[config.mk]
export PLATFORM = sky130hd
export DESIGN_NAME = jtcop_obj_dma
export DESIGN_NICKNAME = d
export VERILOG_FILES = /design/src/rtl/jtcop_obj_dma.sv
export SDC_FILE = /design/constraint.sdc
export NUM_CORES = 1
export LEC_CHECK = 0
export BUFFER_PORTS_ARGS = -buffer_cell sky130_fd_sc_hd__buf_2
export CAP_MARGIN = 5
export CORE_MARGIN = 4
export CORE_UTILIZATION = 40
export DETAILED_ROUTE_END_ITERATION = 8
export PLACE_DENSITY = 0.67
export SETUP_SLACK_MARGIN = 0.02
export SYNTH_ARGS = -nofsm -noshare
export SYNTH_HDL_FRONTEND = slang
export SYNTH_SLANG_ARGS = --single-unit
[constraint.sdc]
create_clock -name clk -period 2.5 [get_ports clk]
set_clock_uncertainty 0.05 [all_clocks]
set_input_delay 0.5 -clock clk [delete_from_list [all_inputs] [get_ports clk]]
set_output_delay 0.5 -clock clk [all_outputs]
set_load 0.01 [all_outputs]
[src/rtl/jtcop_obj_dma.sv]
// Object-table copy sequencer: on a CPU request, waits for the next vblank and then
// streams the CPU object buffer into the engine shadow table, one word per pixel enable.
module jtcop_obj_dma #(
  parameter int AW    = 10,
  parameter int WORDS = 1024,
  parameter int RDLAT = 1
)(
  input  logic          clk,
  input  logic          rst,
  input  logic          pxl_cen,
  input  logic          LVBL,
  input  logic          obj_copy,
  output logic [AW-1:0] src_addr,
  input  logic [15:0]   src_dout,
  output logic [AW-1:0] dst_addr,
  output logic [15:0]   dst_din,
  output logic [1:0]    dst_we,
  output logic          busy,
  output logic          done,
  output logic          overrun
);

  typedef enum logic [1:0] {IDLE, ARMED, RUN, DRAIN} state_t;

  localparam logic [AW:0] LAST = (AW+1)'(WORDS-1);

  state_t        st;
  logic [AW:0]   cnt;
  logic [1:0]    dcnt;
  logic          pending, lvbl_l, iss, aborted;
  logic          fall;

  logic [RDLAT-1:0] vld_sr;
  logic [AW-1:0]    adr_sr [RDLAT];

  assign fall = pxl_cen & lvbl_l & ~LVBL;

  always_ff @(posedge clk, posedge rst) begin
    if (rst) begin
      st       <= IDLE;
      cnt      <= '0;
      dcnt     <= '0;
      pending  <= 1'b0;
      lvbl_l   <= 1'b0;
      iss      <= 1'b0;
      aborted  <= 1'b0;
      src_addr <= '0;
      busy     <= 1'b0;
      done     <= 1'b0;
      overrun  <= 1'b0;
    end else begin
      done <= 1'b0;
      iss  <= 1'b0;
      if (pxl_cen) lvbl_l <= LVBL;
      if (obj_copy) pending <= 1'b1;
      case (st)
        IDLE: if (pending) st <= ARMED;
        ARMED: if (fall) begin
          cnt     <= '0;
          pending <= obj_copy;  // a request landing on the start cycle queues another copy
          aborted <= 1'b0;
          busy    <= 1'b1;
          st      <= RUN;
        end
        RUN: if (pxl_cen) begin
          if (LVBL) begin
            // blank ended before the table was complete: retry from word 0 next frame
            overrun <= 1'b1;
            pending <= 1'b1;
            aborted <= 1'b1;
            dcnt    <= '0;
            st      <= DRAIN;
          end else begin
            src_addr <= cnt[AW-1:0];
            iss      <= 1'b1;
            cnt      <= cnt + 1'b1;
            if (cnt == LAST) begin
              dcnt <= '0;
              st   <= DRAIN;
            end
          end
        end
        DRAIN: begin
          dcnt <= dcnt + 2'd1;
          if (dcnt == 2'(RDLAT) && !aborted) begin
            done    <= 1'b1;
            overrun <= 1'b0;
          end
          if (dcnt == 2'(RDLAT+1)) begin
            busy <= 1'b0;
            st   <= pending ? ARMED : IDLE;
          end
        end
        default: st <= IDLE;
      endcase
    end
  end

  // issue flag and address travel beside the RAM read so the write lines up with src_dout
  always_ff @(posedge clk, posedge rst) begin
    if (rst) begin
      vld_sr <= '0;
      for (int i = 0; i < RDLAT; i++) adr_sr[i] <= '0;
    end else begin
      vld_sr[0] <= iss;
      adr_sr[0] <= src_addr;
      for (int i = 1; i < RDLAT; i++) begin
        vld_sr[i] <= vld_sr[i-1];
        adr_sr[i] <= adr_sr[i-1];
      end
    end
  end

  assign dst_we   = {2{vld_sr[RDLAT-1]}};
  assign dst_addr = adr_sr[RDLAT-1];
  assign dst_din  = vld_sr[RDLAT-1] ? src_dout : 16'd0;

endmodule
==> out/qor.yml, run 1 <==
grt_overflow: 0
ys_types: 43
clk_path_buf_depth: 2
vias: 1603
globalRouteMet1Util_pct: 17.1
async_flop_share_pct: 100
drive_gt1_share_pct: 33.6
ios: 62
drt-pass1-iter-count: 5
num_rows: 25
tritoncts: "done"
ys_warn_count: 0
worstPathRequired_ns: 2.67
syn_area_sq_um: 2040
ctsHoldBuffers: 0
htree_levels: 2
ys_ff_latch: 43
cp_data_arrival_time_ns: 2.23
nFillCells: 430
wire_per_inst_um: 13.0
vias_per_cell: 5.06
status: "completed"
core-area_sq_um: 4850
post-cts-setup-buffers: 0
yosysMostFrequentCell: "dfrtp_1"
syn_inst: 189
yosys-top-cells-count: "dfrtp_1 (43), and2_1 (18), nand2_1 (15)"
synth.area.top_cells: "dfrtp_1 (53%), mux2_2 (6.1%), and2_1 (5.5%)"
grt_util_all_layers_pct: 14.1
period_needed_ns: 2.06
busiest_layer: "met2"
ant_nets: 0
antenna_found_initial: 0
crit_path_start_kind: "flop"
grt_pass1_wl_um: 7070
ys_seq_area_share_pct: 52.7
power_density_nw_per_um2: 948
hold_viol: 0
post-route-drc-count: 0
cts_resized: 0
crit_type: "reg2reg"
placedCellCount: 309
routabilityCongestion: 0.824
final_max_slew_viol_count: 0
setup_tns_ns: 0
synth_top_area_share_pct: 52.7
vdd_drop_max_mv: 0.559
end_kind: "flop"
grt_util_met3_pct: 3.84
rsz0062_at_grt: "false"
grt_max_degree: 28
finalSetupViolations: 0
stdcell_count: 317
die_w_um: 79.5
clock_latency_ns: 0.29
dieArea_sq_um: 6310
worst-path-max-fanout: 9
synth_area_per_cell_sq_um: 10.8
n_antenna_cell: 0
worst_pin_slew_ns: 0.678
initial_utilization_pct: 42.1
grt_pass1_vias: 1551
synth_enable_flop_cells: 0
holdCritPathClass: "in2async"
fin_crit_sh_pct: 82.4
clockRootBuffer: "clkbuf_8"
synth_nets: 218
clk_pin_slew_ns: 0.08
cap_viol_max_count: 0
synthFlopType: "dfrtp_1"
dp_hpwl_um: 3140
yosys.area.top_type: "dfrtp_1"
max-slew-margin-rel_pct: 54.8
drt-initial-drc-count: 76
portBuffers: 61
cts_buffers: 5
fmax_mhz: 485
die_y_um: 79.5
wl_um: 4130
leakage_uw: 0.00135
nets: 278
cts.sinks: 43
met2_usage_pct: 24.0
synthToLayoutAreaGrowth_pct: 23.8
-- layout by cell type (no fill, tap or decap), drive strengths merged, types with 2 or more instances in the layout --
cell type	count
a21oi	6
a31oi	2
and2	19
and4	2
buf	63
bufinv	2
clkbuf	6
dfrtp	43
ha	8
inv	11
mux2	12
nand2	15
nand3	3
nand4	6
nor2	11
nor2b	2
o21ai	10
o2bb2ai	2
or3	3
or4	2
xor2	4
-- metal layers --
layer	part of all wire (%)	vias to the layer above
li1	-	773
met1	44	749
met2	45	72
met3	9.1	9
met4	1.3	0
met5	0	-
-- path summary, 6_finish.rpt --
kind / cells past startpoint / from / slack [ns] / to
worst max register to register: 6 / st[0] / 0.44 / cnt[10]
worst max-delay path: 6 / st[0] / 0.44 / cnt[10]
min in group clk: 0 / iss / 0.31 / vld_sr
worst min-delay path: 2 / rst / 0.25 / cnt[1]
worst min register to register: 0 / iss / 0.31 / vld_sr
max in group asynchronous: 3 / rst / 1.58 / dst_addr[6]
-- through the flow --
| stage | area, sq um | hold WS (ns) | utilization [%] | total power [uW] | setup WS [ns] |
|---|---|---|---|---|---|
| 6_report | 2530 | 0.246 | 52.1 | 2400 | 0.439 |
| 3_5_place_dp | 2390 | 0.296 | 49.4 | 1780 | 0.454 |
| 4_1_cts | 2530 | 0.269 | 52.1 | 2420 | 0.437 |
| 3_3_place_gp | 2390 | 0.282 | 49.4 | 1760 | 0.506 |
| 5_1_grt | 2530 | 0.302 | 52.1 | 2580 | 0.229 |
| 2_1_floorplan | 2040 | 0.281 | - | 1550 | 0.633 |
-- kinds of logic (layout without fill, tap and decap cells) --
kind of cell    count (synthesis)  after routing  share of synthesized area, %
compound gates                 32             32                          10.1
simple gates                   68             68                          18.3
flops                          43             43                          52.7
xor+xnor                        5              5                          2.14
fa+ha+maj                       8              8                          4.90
buf+inv                        21             82                          5.15
mux                            12             12                          6.80
-- power by group --
part           internal (uW)  switching (uW)  total [uW]  leakage, uW
Sequential               848             122         970     0.000570
Combinational            356             437         792     0.000718
Clock                    399             234         633    0.0000654
-- worst max-delay path: stages, from the launching register on --
cell and delay [ns]:
dfrtp_1 0.41, inv_1 0.14, ha_1 0.37, mux2_4 0.26
nand4_1 0.20, or3_1 0.40, a21oi_1 0.16
-- final cells by class --
| class | count | area [sq um] | area share, % |
|---|---|---|---|
| multi-input cells | 125 | 861 | 34.1 |
| clock buffers | 6 | 72.6 | 2.87 |
| well taps | 67 | 83.8 | 3.32 |
| flip-flops and latches | 43 | 1080 | 42.6 |
| repair buffers | 63 | 333 | 13.2 |
| clock inverters | 2 | 60.1 | 2.38 |
| inverters | 11 | 41.3 | 1.63 |
-- sequential cells by signal, indices dropped and copies added, names as in the netlist, 2 cells and up --
signal and count:
src_addr 10, st 2, dcnt 2, cnt 11, dst_addr 10
Note: power is estimated with default switching activity, not from simulation.
==> inputs of run 2 (changes only) <==
==> constraint.sdc (replaced) <==
create_clock -name clk -period 2.15 [get_ports clk]
set_clock_uncertainty 0.05 [all_clocks]
set_input_delay 0.43 -clock clk [delete_from_list [all_inputs] [get_ports clk]]
set_output_delay 0.43 -clock clk [all_outputs]
set_load 0.01 [all_outputs]
==> run 2 against run 1 <==
  * Count of clock-buffer cells in the layout shrank 1
  * Sequential power grew 15%
  * Die area is the same
  * Sequential share of layout area is essentially flat
  * Core utilization shrank 0.052 points
  * Clock power shrank 1%
  * First-iteration DRC count grew 21%
  * Combinational power grew 19%
  * Critical endpoint is now st[1]
  * Highest routed layer unchanged
==> out/qor.yml, run 2 (synthesis gave the netlist of run 1 again) <==
multi_input_area_sq_um: 861  # unchanged
end_kind: "flop"
drt-pass1-iter-count: 4  # -1
holdCritPathClass: "in2async"
worst-path-max-fanout: 6  # -3
nFillCells: 417  # -3.0%
post-cts-setup-buffers: 0  # unchanged
top_register: "cnt"
max-slew-margin-rel_pct: 64.4  # +9.7 points
portBuffers: 61  # unchanged
fmax_mhz: 517  # +6.6%
routabilityCongestion: 0.850  # +3.1%
core-area_sq_um: 4850  # unchanged
rsz0062_at_grt: "false"
post-route-drc-count: 0  # unchanged
cp_data_arrival_time_ns: 2.07  # -0.16 ns
crit_path_start_kind: "flop"
rr_worst_depth: 6  # unchanged
setup_tns_ns: 0  # unchanged
cp.depth: 6  # unchanged
cts.sinks: 43  # unchanged
fin_crit_sh_pct: 89.9  # +7.5 points
clock_power_share_pct: 23.2  # -3.2 points
grt_max_degree: 44  # +57%
worstPathRequired_ns: 2.28  # -0.39 ns
whs_ns: 0.200  # -0.0459 ns
clockRootBuffer: "clkbuf_8"
crit_top_cell: "inv_1"
tritoncts: "done"
grt_util_all_layers_pct: 13.7  # -0.45 points
p_int_uw: 1760  # +9.7%
cp_cell_sequence: "inv_1, ha_1, inv_1, a311oi_1, nor3_1, mux2_2"
cts_buffers: 5  # unchanged
placedCellCount: 313  # +1.3%
sw_frac_of_total_pct: 34.7  # +1.6 points
cts_resized: 0  # unchanged
worst_pin_slew_ns: 0.533  # -0.144 ns
wire_per_inst_um: 12.8  # -2.2%
ant_nets: 0  # unchanged
htree_levels: 2  # unchanged
dieArea_sq_um: 6310  # unchanged
regArea_sq_um: 1080  # unchanged
synthToLayoutAreaGrowth_pct: 23.7  # about the same
grt_pass1_vias: 1528  # -1.5%
n_antenna_cell: 0  # unchanged
clock_latency_ns: 0.29  # about the same
clk_pin_slew_ns: 0.08  # about the same
nets: 282  # +1.4%
vias: 1591  # -0.75%
layout_common_cells: "buf_2 (61), dfrtp_1 (43), and2_1 (18)"
final_common_cell: "buf_2"
drt-initial-drc-count: 92  # +21%
finalSetupViolations: 0  # unchanged
status: "completed"
path_buf_inv: 2  # +1
die_w_um: 79.5  # unchanged
vdd_drop_max_mv: 0.501  # -10%
path_delay_family: "flip-flops"
initial_utilization_pct: 42.1  # unchanged
ctsHoldBuffers: 0  # unchanged
largest_reg_flops: 11  # unchanged
cap_viol_max_count: 0  # unchanged
critPathSlowestCell: "dfrtp_1"
crit_type: "reg2reg"
crit_path_max_incr_delay_ns: 0.41  # about the same
antenna_found_initial: 0  # unchanged
die_y_um: 79.5  # unchanged
drive_gt1_share_pct: 35.0  # +1.4 points
clk_path_buf_depth: 2  # unchanged
p_sw_uw: 932  # +18%
leakage_uw: 0.00136  # +0.44%
wl_um: 4090  # -0.92%
grt_pass1_wl_um: 6890  # -2.5%
ios: 62  # unchanged
hold_viol: 0  # unchanged
num_rows: 25  # unchanged
vias_per_cell: 4.96  # -2.0%
final_core_util_pct: 52.1  # about the same
dp_hpwl_um: 3080  # -1.8%
stdcell_count: 321  # +1.3%
combPwrFrac_pct: 35.0  # +1.9 points
final_max_slew_viol_count: 0  # unchanged
grt_overflow: 0  # unchanged
period_needed_ns: 1.93  # -0.128 ns
power_density_nw_per_um2: 1070  # +12%
seqPwrFrac_pct: 41.8  # +1.3 points
-- run 2: stage by stage --
stage | setup WS, ns | total power (uW) | cell area [sq um]
floorplan | 0.283 | 1800 | 2040
global placement | 0.292 | 2060 | 2410
detailed placement | 0.210 | 2090 | 2410
CTS | 0.208 | 2720 | 2520
global route | 0.0563 | 2910 | 2520
finish | 0.217 | 2690 | 2520
-- run 2: power groups by stage --
stage | Sequential, uW | Clock [uW] | Combinational, uW
global placement | 1140 | 0 | 922
finish | 1120 | 624 | 942
global route | 1160 | 678 | 1080
detailed placement | 1140 | 0 | 943
floorplan | 1150 | 0 | 644
CTS | 1120 | 649 | 947
-- run 2: final timing paths --
| path | startpoint | to | slack, ns |
|---|---|---|---|
| setup / recovery | st[0] | st[1] | 0.22 |
| setup reg to reg | st[0] | st[1] | 0.22 |
| min in group clk | iss | vld_sr | 0.31 |
| max in group asynchronous | rst | src_addr[1] | 1.48 |
| hold reg to reg | iss | vld_sr | 0.31 |
| hold / removal | rst | dst_addr[3] | 0.20 |
-- run 2: per-layer routing --
| layer | GRT usage, % | share of wire (%) | routed length, um |
|---|---|---|---|
| met2 | 23.6 | 45 | 1850 |
| met5 | 0 | 0 | 0 |
| met1 | 16.3 | 45 | 1820 |
| met4 | 3.61 | 0.98 | 40 |
| met3 | 4.40 | 9.2 | 377 |
-- run 2: layout make-up --
cell class | instances | share of cell area [%]
tap | 67 | 3.32
sequential | 43 | 42.6
inverter | 11 | 1.64
clock buffer | 5 | 2.73
clock inverter | 3 | 1.73
timing repair buffer | 67 | 13.9
multi-input combinational | 125 | 34.1
-- run 2: worst register-to-register path, stage by stage, from the launching register on --
cell      delay, ns
dfrtp_1        0.41
inv_1          0.15
ha_1           0.29
inv_1          0.15
a311oi_1       0.34
nor3_1         0.15
mux2_2         0.29
